[src/rtl/cla_seq_ctrl.sv]
// rtl/cla_seq_ctrl.sv - nibble-serial adder sequencer built around one 4-bit CLA
//
// cla4: 4-bit carry-lookahead adder slice.
//   a, b   in  4   operand nibbles
//   cin    in  1   carry into bit 0
//   s      out 4   sum nibble
//   pg     out 1   group propagate
//   gg     out 1   group generate
//   cout   out 1   carry out of bit 3
//
// cla_seq_ctrl: adds two WIDTH-bit operands with a single cla4 instance.
// It processes one nibble per cycle, starting with the low nibble.
//   clk          in   1      clock, rising edge
//   rst          in   1      synchronous active-high reset
//   start_valid  in   1      request to start an add
//   start_ready  out  1      high in IDLE only
//   a, b         in   WIDTH  operands, latched at acceptance
//   cin          in   1      carry-in, latched at acceptance
//   done_valid   out  1      high in DONE
//   done_ready   in   1      consumer takes the result
//   sum          out  WIDTH  result of a+b+cin
//   cout         out  1      carry out of bit WIDTH-1
//   ovf          out  1      two's-complement overflow
//   zero         out  1      sum == 0
//   busy         out  1      high in RUN or DONE

module cla4 (
    input  logic [3:0] a,
    input  logic [3:0] b,
    input  logic       cin,
    output logic [3:0] s,
    output logic       pg,
    output logic       gg,
    output logic       cout
);
    logic [3:0] p;
    logic [3:0] g;
    logic [3:0] c;

    assign p = a ^ b;
    assign g = a & b;

    assign c[0] = cin;
    assign c[1] = g[0] | (p[0] & cin);
    assign c[2] = g[1] | (p[1] & g[0]) | (p[1] & p[0] & cin);
    assign c[3] = g[2] | (p[2] & g[1]) | (p[2] & p[1] & g[0])
                | (p[2] & p[1] & p[0] & cin);

    assign pg   = &p;
    assign gg   = g[3] | (p[3] & g[2]) | (p[3] & p[2] & g[1])
                | (p[3] & p[2] & p[1] & g[0]);
    assign cout = gg | (pg & cin);
    assign s    = p ^ c;
endmodule

module cla_seq_ctrl #(
    parameter int WIDTH = 16
) (
    input  logic             clk,
    input  logic             rst,
    input  logic             start_valid,
    output logic             start_ready,
    input  logic [WIDTH-1:0] a,
    input  logic [WIDTH-1:0] b,
    input  logic             cin,
    output logic             done_valid,
    input  logic             done_ready,
    output logic [WIDTH-1:0] sum,
    output logic             cout,
    output logic             ovf,
    output logic             zero,
    output logic             busy
);
    localparam int NIB  = WIDTH / 4;
    // A one-nibble build still needs a 1-bit index register.
    localparam int NIBW = (NIB > 1) ? $clog2(NIB) : 1;
    localparam logic [NIBW-1:0] LAST_NIB = NIBW'(NIB - 1);

    typedef enum logic [1:0] {
        IDLE = 2'd0,
        RUN  = 2'd1,
        DONE = 2'd2
    } state_t;

    state_t            state_q;
    logic [WIDTH-1:0]  a_q;
    logic [WIDTH-1:0]  b_q;
    logic              cin_q;
    logic [NIBW-1:0]   nib_q;
    logic              carry_q;
    logic [WIDTH-1:0]  sum_q;
    logic              cout_q;
    logic              ovf_q;
    logic              zero_q;

    logic [3:0]        cla_a;
    logic [3:0]        cla_b;
    logic              cla_cin;
    logic [3:0]        cla_s;
    logic              cla_pg;
    logic              cla_gg;
    logic              cla_cout;

    logic [WIDTH-1:0]  sum_d;
    logic              ovf_d;
    logic              zero_d;
    logic [NIBW+1:0]   bit_base;

    // Group propagate/generate are only meaningful for a wider lookahead
    // tree; this sequencer chains the slice through carry_q instead.
    logic              unused_cla;
    assign unused_cla = cla_pg ^ cla_gg;

    cla4 u_cla (
        .a    (cla_a),
        .b    (cla_b),
        .cin  (cla_cin),
        .s    (cla_s),
        .pg   (cla_pg),
        .gg   (cla_gg),
        .cout (cla_cout)
    );

    assign bit_base = {nib_q, 2'b00};

    always_comb begin
        cla_a   = a_q[bit_base +: 4];
        cla_b   = b_q[bit_base +: 4];
        cla_cin = (nib_q == '0) ? cin_q : carry_q;

        // Merge the new nibble so the flags see the completed sum in the
        // same cycle it is written.
        sum_d                = sum_q;
        sum_d[bit_base +: 4] = cla_s;
        ovf_d  = (a_q[WIDTH-1] == b_q[WIDTH-1]) && (sum_d[WIDTH-1] != a_q[WIDTH-1]);
        zero_d = (sum_d == '0);
    end

    always_ff @(posedge clk) begin
        if (rst) begin
            state_q <= IDLE;
            a_q     <= '0;
            b_q     <= '0;
            cin_q   <= 1'b0;
            nib_q   <= '0;
            carry_q <= 1'b0;
            sum_q   <= '0;
            cout_q  <= 1'b0;
            ovf_q   <= 1'b0;
            zero_q  <= 1'b0;
        end else begin
            case (state_q)
                IDLE: begin
                    if (start_valid) begin
                        a_q     <= a;
                        b_q     <= b;
                        cin_q   <= cin;
                        nib_q   <= '0;
                        state_q <= RUN;
                    end
                end
                RUN: begin
                    sum_q   <= sum_d;
                    carry_q <= cla_cout;
                    if (nib_q == LAST_NIB) begin
                        cout_q  <= cla_cout;
                        ovf_q   <= ovf_d;
                        zero_q  <= zero_d;
                        state_q <= DONE;
                    end else begin
                        nib_q <= nib_q + 1'b1;
                    end
                end
                DONE: begin
                    if (done_ready) begin
                        state_q <= IDLE;
                    end
                end
                default: state_q <= IDLE;
            endcase
        end
    end

    assign start_ready = (state_q == IDLE);
    assign busy        = ~start_ready;
    assign done_valid  = (state_q == DONE);
    assign sum         = sum_q;
    assign cout        = cout_q;
    assign ovf         = ovf_q;
    assign zero        = zero_q;
endmodule
[config.mk]
export PLATFORM = sky130hd
export DESIGN_NAME = cla_seq_ctrl
export DESIGN_NICKNAME = d
export VERILOG_FILES = /design/src/rtl/cla_seq_ctrl.sv
export SDC_FILE = /design/constraint.sdc
export NUM_CORES = 1
export LEC_CHECK = 0
export CORE_ASPECT_RATIO = 1.75
export CORE_MARGIN = 5
export CORE_UTILIZATION = 39
export DETAILED_ROUTE_END_ITERATION = 8
export GPL_ROUTABILITY_DRIVEN = 1
export MAX_ROUTING_LAYER = met4
export SETUP_SLACK_MARGIN = 0.2
export SLEW_MARGIN = 25
export SYNTH_ARGS = -nofsm -noshare
export SYNTH_HDL_FRONTEND = slang
export SYNTH_SLANG_ARGS = --single-unit
[constraint.sdc]
create_clock -name clk -period 9.8 [get_ports clk]
set_input_delay 1.47 -clock clk [delete_from_list [all_inputs] [get_ports clk]]
set_output_delay 1.47 -clock clk [all_outputs]
set_load 0.02 [all_outputs]
==> results of run 1 <==
==> through the flow <==
stage | hold slack, ns | cells | power, W
3_5_place_dp | 0.446 | 421 | 0.000330
3_3_place_gp | 0.440 | 421 | 0.000330
5_1_grt | 0.469 | 437 | 0.000693
2_1_floorplan | 0.433 | 297 | 0.000300
4_1_cts | 0.452 | 436 | 0.000673
6_report | 0.450 | 437 | 0.000669
==> state kept, by name, summed over array words and instances, names as in the netlist <==
name and cells:
a_q 16, b_q 16, sum 16, nib_q 2, state_q 2, carry_q 1
cin_q 1, cout 1, ovf 1, zero 1
==> cell usage after synthesis, drive strengths merged, types with 2 or more instances <==
cell type   n  area (um2)
nand2      76         285
dfxtp      57        1140
a21oi      38         190
nor2       26        97.6
clkbuf     16        60.1
a32oi      12         105
ha         11         138
mux4        8         180
inv         6        22.5
a22oi       5        37.5
nor4        5        31.3
nand2b      4        25.0
nor3        3        15.0
xnor2       3        26.3
a221oi      2        23.8
and2        2        12.5
and3        2        12.5
mux2        2        26.3
nor2b       2        12.5
o22ai       2        12.5
==> metal layers <==
metal	routed length [um]	track usage, %	up-vias
met5	0	-	-
met1	2560	18.3	1074
li1	-	-	1159
met3	388	4.16	12
met2	3260	27.2	85
met4	142	7.29	0
==> cell type report <==
class	instances	share of cell area, %
clock buffers	13	7.52
clock inverters	2	1.67
flip-flops and latches	57	31.8
inverters	6	0.627
multi-input cells	217	38.6
well taps	82	2.86
repair buffers	60	17.0
==> logic make-up (layout without fill, tap and decap cells) <==
group / Yosys count / after routing / share of synthesized area, %
AO/OA/AOI/OAI: 67 / 67 / 17.3
XOR/XNOR: 3 / 3 / 1.01
adder cells (fa/ha/maj): 12 / 12 / 6.04
buffers and inverters: 23 / 81 / 3.31
flip-flops: 57 / 57 / 43.7
multiplexers: 11 / 11 / 8.29
AND/OR/NAND/NOR: 124 / 124 / 20.3
==> power by group through the flow <==
stage	Sequential [W]	Combinational, W	Clock [W]
after detailed placement	0.000255	0.0000755	0
after CTS	0.000250	0.0000759	0.000346
after global routing	0.000252	0.0000857	0.000356
final	0.000250	0.0000769	0.000342
after floorplan	0.000252	0.0000478	0
after global placement	0.000255	0.0000749	0
==> worst min path at each step <==
stage	start	end	slack [ns]	cells after the start
4_1_cts	b_q[14]	b_q[14]	0.45	2
6_report	a_q[1]	a_q[1]	0.45	2
3_3_place_gp	b_q[2]	b_q[2]	0.44	2
2_1_floorplan	a_q[10]	a_q[10]	0.43	2
3_5_place_dp	b_q[14]	b_q[14]	0.45	2
5_1_grt	b_q[6]	b_q[6]	0.47	2
==> critical path: stages, from the launching register on <==
cell                        delay, ns
sky130_fd_sc_hd__dfxtp_1         0.83
sky130_fd_sc_hd__mux4_2          0.59
sky130_fd_sc_hd__ha_1            0.37
sky130_fd_sc_hd__and3_1          0.22
sky130_fd_sc_hd__a2111oi_4       0.38
sky130_fd_sc_hd__xnor2_1         0.36
sky130_fd_sc_hd__o32ai_1         0.20
sky130_fd_sc_hd__a32o_1          0.25
==> impl_table.tex, run 1 <==
\begin{tabular}{lr}
\hline
Metric & Value \\
\hline
\multicolumn{2}{l}{\textbf{Floorplan}} \\
\quad Number of primary I/O pins & 59 \\
\quad Floorplan Core Area & 0.00654 mm2 \\
\quad Chip Width & 71.8 um \\
\quad Starting utilization of the core area & 39.9\% \\
\quad Die boundary height & 118 um \\
\quad Floorplan die area & 0.00849 mm2 \\
\quad Row cnt & 39 \\
\multicolumn{2}{l}{\textbf{Global route}} \\
\quad GR Util All Layers & 16.4\% \\
\quad Pin count of the biggest net entering global routing & 57 \\
\quad Vias in the first global route & 2295 \\
\quad Number of antenna violations at the first check in global routing & 0 \\
\quad Congestion Overflow GR & 0 \\
\quad First-pass GRT wire length & 10900 um \\
\multicolumn{2}{l}{\textbf{Yosys}} \\
\quad Syn nets & 346 \\
\quad Post-Syn Instances & 297 \\
\quad Post-synth EDFFs & 0 \\
\quad Area of the mapped netlist & 0.00261 mm2 \\
\quad Synth Flop Type & sky130\_fd\_sc\_hd\_\_dfxtp\_1 \\
\quad Number of warnings reported in the yosys synthesis log & 0 \\
\quad Number of register bits inferred by synthesis & 57 \\
\quad Share of flip-flops with an asynchronous set or reset & 0\% \\
\quad Fraction of the yosys area taken by sequential cells & 43.7\% \\
\quad Number of distinct standard cells referenced by the synthesized netlist & 37 \\
\quad Post-synthesis average cell area & 8.79 um2 \\
\multicolumn{2}{l}{\textbf{Route}} \\
\quad Final routed wirelength across all metal layers & 6360 um \\
\quad Vias per std cell & 5.33 \\
\quad Detailed router's first-iteration violation count & 112 \\
\quad DR WL/cell & 14.5 um \\
\quad Antenna-violating nets left & 0 \\
\quad Vias & 2330 \\
\quad Initial DRT Pass Iterations & 4 \\
\quad Final routed DRC violation total & 0 \\
\multicolumn{2}{l}{\textbf{Setup path}} \\
\quad Setup slack, reg-to-reg & 6.48 ns \\
\quad Critical Setup Path Class & flop to flop \\
\quad CP Data Required Time & 10.00 ns \\
\quad CP startpoint kind & flop \\
\quad Largest fanout of any net on the critical path & 18 \\
\quad Launch point of the critical path & nib\_q[0] \\
\quad Type of element capturing the critical path & flop \\
\quad Worst EP arrival & 3.52 ns \\
\quad Startpoint of the worst-slack reg-to-reg timing path & nib\_q[0] \\
\quad Number of cells on the worst reg-to-reg path & 7 \\
\quad Critical path endpoint & zero \\
\quad End of the worst register-to-register path & zero \\
\multicolumn{2}{l}{\textbf{STA}} \\
\quad Period utilization & 33.9\% \\
\quad Actual transition at the worst max-transition pin & 0.789 ns \\
\quad Total Neg Setup Slack & 0 ns \\
\quad Final Setup Violations & 0 \\
\quad Crit path setup slack, layout & 6.48 ns \\
\quad Final min period & 3.32 ns \\
\quad Worst-case clock skew & 0.00664 ns \\
\quad Hold violation count in the final report & 0 \\
\quad Final Max Slew Viols & 0 \\
\quad Setup repair after global routing missed its margin & no \\
\quad Worst slew margin relative to its limit & 47.3\% \\
\quad Fmax achieved & 0.301 GHz \\
\multicolumn{2}{l}{\textbf{Clock network}} \\
\quad Clock insertion delay at the later pin of the skew report & 0.32 ns \\
\quad Root Driver & sky130\_fd\_sc\_hd\_\_clkbuf\_16 \\
\quad Buffers inserted during post-CTS setup optimization & 0 \\
\quad Clock transition at the registers of the reported paths & 0.05 ns \\
\quad Clk buf depth & 2 \\
\quad Cts repair resizes & 0 \\
\quad TritonCTS Sinks & 57 \\
\quad Cts hold-fix bufs & 0 \\
\quad TritonCTS clock tree & done \\
\quad Number of buffers inserted during clock tree synthesis & 9 \\
\quad H-tree level count & 3 \\
\multicolumn{2}{l}{\textbf{Placement}} \\
\quad Post-placement setup slack & 6.38 ns \\
\quad Gpl congestion & 0.922 \\
\quad Post-placement cell area & 0.00323 mm2 \\
\quad Half-perimeter wire length after detailed placement & 4480 um \\
\quad Input/output buffers & 58 \\
\multicolumn{2}{l}{\textbf{Finish}} \\
\quad Total number of nets in the final design & 400 \\
\quad Final Core Density & 55.0\% \\
\quad \# fillers & 632 \\
\quad Signed area change from the synthesized netlist to the final layout & 37.7\% \\
\quad Highest-count cells in the layout ignoring fill and taps & sky130\_fd\_sc\_hd\_\_nand2\_1, sky130\_fd\_sc\_hd\_\_dfxtp\_1, sky130\_fd\_sc\_hd\_\_clkdlybuf4s50\_1 \\
\quad Number of antenna diodes & 0 \\
\quad Layout Cell Area excl Fill & 0.00359 mm2 \\
\quad Fraction of final layout cells sized beyond drive strength 1 & 9.58\% \\
\quad Most frequent standard cell in the layout excluding fill and tap cells & sky130\_fd\_sc\_hd\_\_nand2\_1 \\
\quad Register cell area after layout & 0.00114 mm2 \\
\quad Area of combinational cells with multiple inputs & 0.00139 mm2 \\
\multicolumn{2}{l}{\textbf{Run status}} \\
\quad Run status & finished, final reports clean \\
\multicolumn{2}{l}{\textbf{Pwr}} \\
\quad Switching power as a share of total power & 22.2\% \\
\quad Worst IR Drop VDD & 0.125 mV \\
\quad Sequential Power Share & 37.4\% \\
\quad Power density normalized to cell area & 186 mW/mm2 \\
\quad Leakage Power & 1.37 nW \\
\quad Clk pwr share & 51.1\% \\
\quad Net Switching & 0.000149 W \\
\quad Cell Int Power & 0.000521 W \\
\quad Relative contribution of combinational cells to total power & 11.5\% \\
\multicolumn{2}{l}{\textbf{Job}} \\
\quad Max-cap viol count & 0 \\
\multicolumn{2}{l}{\textbf{Hold path}} \\
\quad Min-Delay Path Class & flop to flop \\
\hline
\end{tabular}
(Power assumes the default switching activity.)
==> run 2: changes to the inputs <==
==> constraint.sdc (replaced) <==
create_clock -name clk -period 3.3 [get_ports clk]
set_input_delay 0.495 -clock clk [delete_from_list [all_inputs] [get_ports clk]]
set_output_delay 0.495 -clock clk [all_outputs]
set_load 0.02 [all_outputs]
==> run 2 against run 1 <==
  * Non-clock buffer count rose by 3
  * Setup slack lost 6.1 ns
  * Critical path depth stayed put
  * Total power rose to 3.0 times the previous value
  * Highest routed layer unchanged
  * Clock skew is 0.00091 ns higher
  * Clock-buffer cell count is 2 lower
  * Via count down 0.47%
  * Hold slack improved by 0.0014 ns
  * Sequential share of layout area is 0.12 points lower
  * Routed wire length up 2.0%
  * Fmax rose by 12%
  * Core utilization grew 0.27 points
==> impl_table.tex, run 2 (synthesized netlist as in run 1, its figures left out) <==
\begin{tabular}{lr}
\hline
Metric & Value \\
\hline
\multicolumn{2}{l}{\textbf{STA}} \\
\quad Fmax achieved & 0.339 GHz (+12\%) \\
\quad Final Max Slew Viols & 0 (unchanged) \\
\quad Worst slew margin relative to its limit & 52.6\% (+5.3 points) \\
\quad Period utilization & 89.4\% (+56 points) \\
\quad Crit path setup slack, layout & 0.349 ns (-6.13 ns) \\
\quad Setup repair after global routing missed its margin & no \\
\quad Worst-case clock skew & 0.00755 ns (+0.000910 ns) \\
\quad Total Neg Setup Slack & 0 ns (unchanged) \\
\quad Final min period & 2.95 ns (-0.368 ns) \\
\quad Final Setup Violations & 0 (unchanged) \\
\quad Actual transition at the worst max-transition pin & 0.706 ns (-0.0829 ns) \\
\quad Hold violation count in the final report & 0 (unchanged) \\
\quad Worst-case hold slack & 0.452 ns (+0.00139 ns) \\
\multicolumn{2}{l}{\textbf{Finish}} \\
\quad Final cell count without fillers & 441 (+0.92\%) \\
\quad Number of antenna diodes & 0 (unchanged) \\
\quad Total number of nets in the final design & 403 (+0.75\%) \\
\quad Fraction of final layout cells sized beyond drive strength 1 & 10.6\% (+1.0 points) \\
\quad Most frequent standard cell in the layout excluding fill and tap cells & sky130\_fd\_sc\_hd\_\_nand2\_1 \\
\quad Final Core Density & 55.2\% (+0.27 points) \\
\quad Signed area change from the synthesized netlist to the final layout & 38.4\% \\
\quad \# fillers & 648 (+2.5\%) \\
\quad Highest-count cells in the layout ignoring fill and taps & sky130\_fd\_sc\_hd\_\_nand2\_1, sky130\_fd\_sc\_hd\_\_clkdlybuf4s50\_1, sky130\_fd\_sc\_hd\_\_dfxtp\_1 \\
\multicolumn{2}{l}{\textbf{Global route}} \\
\quad Global-route met1 utilization & 17.8\% (-0.44 points) \\
\quad Global routing usage on met3 & 4.67\% (+0.51 points) \\
\quad Top Usage Layer GRT & met2 \\
\quad GR Util All Layers & 17.0\% (+0.58 points) \\
\quad Number of antenna violations at the first check in global routing & 0 (unchanged) \\
\quad Congestion Overflow GR & 0 (unchanged) \\
\quad Grt met2 use & 28.7\% (+1.5 points) \\
\quad Vias in the first global route & 2318 (+1.0\%) \\
\quad First-pass GRT wire length & 11100 um (+1.7\%) \\
\quad Pin count of the biggest net entering global routing & 37 (-35\%) \\
\multicolumn{2}{l}{\textbf{Floorplan}} \\
\quad Floorplan Core Area & 0.00654 mm2 (unchanged) \\
\quad Chip Width & 71.8 um (unchanged) \\
\quad Number of primary I/O pins & 59 (unchanged) \\
\quad Floorplan die area & 0.00849 mm2 (unchanged) \\
\quad Row cnt & 39 (unchanged) \\
\quad Die boundary height & 118 um (unchanged) \\
\quad Starting utilization of the core area & 39.9\% (unchanged) \\
\multicolumn{2}{l}{\textbf{Setup path}} \\
\quad CP Data Required Time & 3.51 ns (-6.49 ns) \\
\quad Largest fanout of any net on the critical path & 9 (-9) \\
\quad Critical Setup Path Class & flop to flop \\
\quad Worst EP arrival & 3.16 ns (-0.36 ns) \\
\quad Top Family by Delay on Critical Path & compound AO/OA/AOI/OAI gates \\
\quad Critical path cell sequence & mux4\_2 > ha\_1 > and3\_1 > a2111oi\_4 > xnor2\_1 > o32ai\_1 > a32o\_1 \\
\quad CP max stage cell & sky130\_fd\_sc\_hd\_\_mux4\_2 \\
\quad Type of element capturing the critical path & flop \\
\quad Slowest cell delay on critical path & 0.53 ns (-0.30 ns) \\
\quad CP startpoint kind & flop \\
\quad Worst path buffer plus inverter count & 0 (unchanged) \\
\multicolumn{2}{l}{\textbf{Placement}} \\
\quad Half-perimeter wire length after detailed placement & 4810 um (+7.2\%) \\
\quad Input/output buffers & 58 (unchanged) \\
\quad Number of placed instances, taps included & 425 (+0.95\%) \\
\quad Gpl congestion & 0.859 (-6.8\%) \\
\quad Post-placement setup slack & 0.180 ns (-6.20 ns) \\
\multicolumn{2}{l}{\textbf{Job}} \\
\quad Max-cap viol count & 0 (unchanged) \\
\multicolumn{2}{l}{\textbf{Route}} \\
\quad Initial DRT Pass Iterations & 4 (unchanged) \\
\quad Final routed DRC violation total & 0 (unchanged) \\
\quad DR WL/cell & 14.7 um (+1.0\%) \\
\quad Antenna-violating nets left & 0 (unchanged) \\
\quad Vias & 2319 (-0.47\%) \\
\quad Vias per std cell & 5.26 (-1.4\%) \\
\quad Final routed wirelength across all metal layers & 6480 um (+2.0\%) \\
\quad Detailed router's first-iteration violation count & 133 (+19\%) \\
\multicolumn{2}{l}{\textbf{Clock network}} \\
\quad Cts hold-fix bufs & 0 (unchanged) \\
\quad TritonCTS clock tree & done \\
\quad Number of buffers inserted during clock tree synthesis & 9 (unchanged) \\
\quad Root Driver & sky130\_fd\_sc\_hd\_\_clkbuf\_16 \\
\quad H-tree level count & 3 (unchanged) \\
\quad Clock insertion delay at the later pin of the skew report & 0.32 ns (about the same) \\
\quad TritonCTS Sinks & 57 (unchanged) \\
\quad Clk buf depth & 2 (unchanged) \\
\quad Clock transition at the registers of the reported paths & 0.05 ns (about the same) \\
\multicolumn{2}{l}{\textbf{Pwr}} \\
\quad Worst IR Drop VDD & 0.356 mV (+190\%) \\
\quad Leakage Power & 1.38 nW (+0.83\%) \\
\quad Power density normalized to cell area & 564 mW/mm2 (+200\%) \\
\multicolumn{2}{l}{\textbf{Run status}} \\
\quad Run status & finished, final reports clean \\
\multicolumn{2}{l}{\textbf{Hold path}} \\
\quad Min-Delay Path Class & flop to flop \\
\hline
\end{tabular}
## run 2: path summary, 6_finish.rpt
kind         endpoint  cells after the start     start  slack, ns
max reg2reg      zero                      7  nib_q[0]       0.35
max              zero                      7  nib_q[0]       0.35
min reg2reg    a_q[5]                      2    a_q[5]       0.45
min            a_q[5]                      2    a_q[5]       0.45
## run 2: layout make-up
type / count / area [um2] / area share (%)
Inverter: 6 / 22.5 / 0.624
Sequential cell: 57 / 1140 / 31.6
Timing Repair Buffer: 63 / 613 / 17.0
Tap cell: 82 / 103 / 2.84
Clock inverter: 5 / 103 / 2.84
Multi-Input combinational cell: 217 / 1390 / 38.4
Clock buffer: 11 / 243 / 6.72
## run 2: metal layers
| metal | vias to the layer above | share of wire (%) |
|---|---|---|
| li1 | 1161 | - |
| met5 | - | 0 |
| met2 | 63 | 53 |
| met4 | 0 | 3.1 |
| met1 | 1080 | 39 |
| met3 | 15 | 4.9 |
## run 2: power by group
part           internal, W  switching, W
combinational     0.000110      0.000122
sequential        0.000719     0.0000210
clock             0.000755      0.000311
total              0.00158      0.000454
## run 2: stage by stage
stage	total power [W]	instance area, um2
floorplan	0.000890	2610
global placement	0.000982	3260
detailed placement	0.000986	3260
CTS	0.00206	3610
global route	0.00212	3610
finish	0.00204	3610
## run 2: worst min-delay path, delay by kind of cell (launching register included)
family / cells / cell delay (ns)
flip-flops: 1 / 0.30
AND/OR/NAND/NOR: 1 / 0.05
AO/OA/AOI/OAI: 1 / 0.05
## run 2: what timing repair did
| item | 4_1_cts | 5_1_grt |
|---|---|---|
| buffers inserted | 0 | 0 |
| endpoints found under the setup margin | 1 | 0 |
| hold endpoints to repair | 0 | 0 |
| resized for setup | 1 | 0 |
==> patch: new RTL, settings of run 2 <==
Re-encode `state_t` (3 states) as one-hot, 3 bits wide.
--- a/src/rtl/cla_seq_ctrl.sv
+++ b/src/rtl/cla_seq_ctrl.sv
@@ -76,10 +76,10 @@
     localparam int NIBW = (NIB > 1) ? $clog2(NIB) : 1;
     localparam logic [NIBW-1:0] LAST_NIB = NIBW'(NIB - 1);
 
-    typedef enum logic [1:0] {
-        IDLE = 2'd0,
-        RUN  = 2'd1,
-        DONE = 2'd2
+    typedef enum logic [2:0] {
+        IDLE = 3'b001,
+        RUN  = 3'b010,
+        DONE = 3'b100
     } state_t;
 
     state_t            state_q;
Behaviour: no difference found for any inputs over 10 cycles, from zero or initial values and one cycle with rst high; not proved beyond that.
==> patch against run 2 <==
Critical path depth increased by 1; core utilization fell by 1.6 points; design area is 1.9% higher; via count is 5.6% higher; count of clock-buffer cells in the layout increased by 1; area after synthesis is 5.6% higher; clock skew about the same; sequential cell count grew 1; power is 8.3% lower; setup slack improved by 0.14 ns; first-iteration DRC count is 29% lower; wire length up 6.4%; synthesized cell count up 6.7%; largest cell class unchanged.
==> patch: results <==
[status]
outcome = finished clean

[worst_setup_path]
cp_slowest_cell = fa_1
worstRegToRegCells = 8
critPathTopFamily = adder cells
critPathArrivalTime_ns = 3.09
r2r_slack_ns = 0.49
cpPeakStageDelay_ns = 0.56
cp_max_fo = 11

[layout]
layout.nets = 423
final_layout_size_suffix_gt1_share_pct = 11.11

[power]
power_mw = 1.868
leakage_nw = 1.381
internal_power_mw = 1.435
ir_drop_mv = 0.3008

[synthesis]
async_flop_share_pct = 0
synth_compound_area_share_pct = 17.71
synthAdderAreaFrac_pct = 5.722
synth.area.top_cells = dfxtp_1 42%, nand2_1 11%, mux4_2 6.5%
synth-seq-area-share_pct = 42.14
synth_xor_area_share_pct = 1.226
syn_nets = 366
synth_cells = 317

[sta]
hold_ws_ns = 0.4531
worst_pin_slew_ns = 0.6205
clock_skew_ns = 0.007059

[placed_design]
hpwl_mm = 5.192
pre_cts_ws_ns = 0.2451
dp.cells = 447
place.gp.congestion = 0.9200

[route]
totalWireLength_mm = 6.897
met1_length_mm = 2.587
vias_per_cell = 5.299
drt_iter0_markers = 94

[global_route]
use_met3_pct = 3.648
grt_max_degree = 35
grt_use_met2_pct = 29.44
grt_pass1_wl_mm = 11.37
met1_usage_pct = 17.38
track_usage_pct = 17.01
-- patch: cell types whose count changed after synthesis, moves of 4 or more --
| cell | run 2 | this run |
|---|---|---|
| a32oi_1 | 12 | 5 |
| nor3_1 | 3 | 10 |
| a211oi_1 | 0 | 6 |
| clkbuf_1 | 16 | 10 |
| nor2_1 | 26 | 32 |
| a31oi_1 | 1 | 6 |
| buf_2 | 0 | 5 |
| a22oi_1 | 5 | 9 |
| nor3b_1 | 0 | 4 |
| nor4_1 | 5 | 1 |
-- patch: final cells by class --
class | instances | area [um2]
Fill cell | 657 | 3177
Multi-Input combinational cell | 237 | 1490
Sequential cell | 58 | 1162
Timing Repair Buffer | 64 | 620.6
Clock buffer | 12 | 246.5
Tap cell | 84 | 105.1
Clock inverter | 3 | 40.04
Inverter | 4 | 15.01
-- patch: what timing repair did --
action | 4_1_cts | 5_1_grt
gates resized for setup | 0 | 1
hold buffers | 0 | 0
buffers inserted | 0 | 0
setup endpoints to repair | 0 | 1
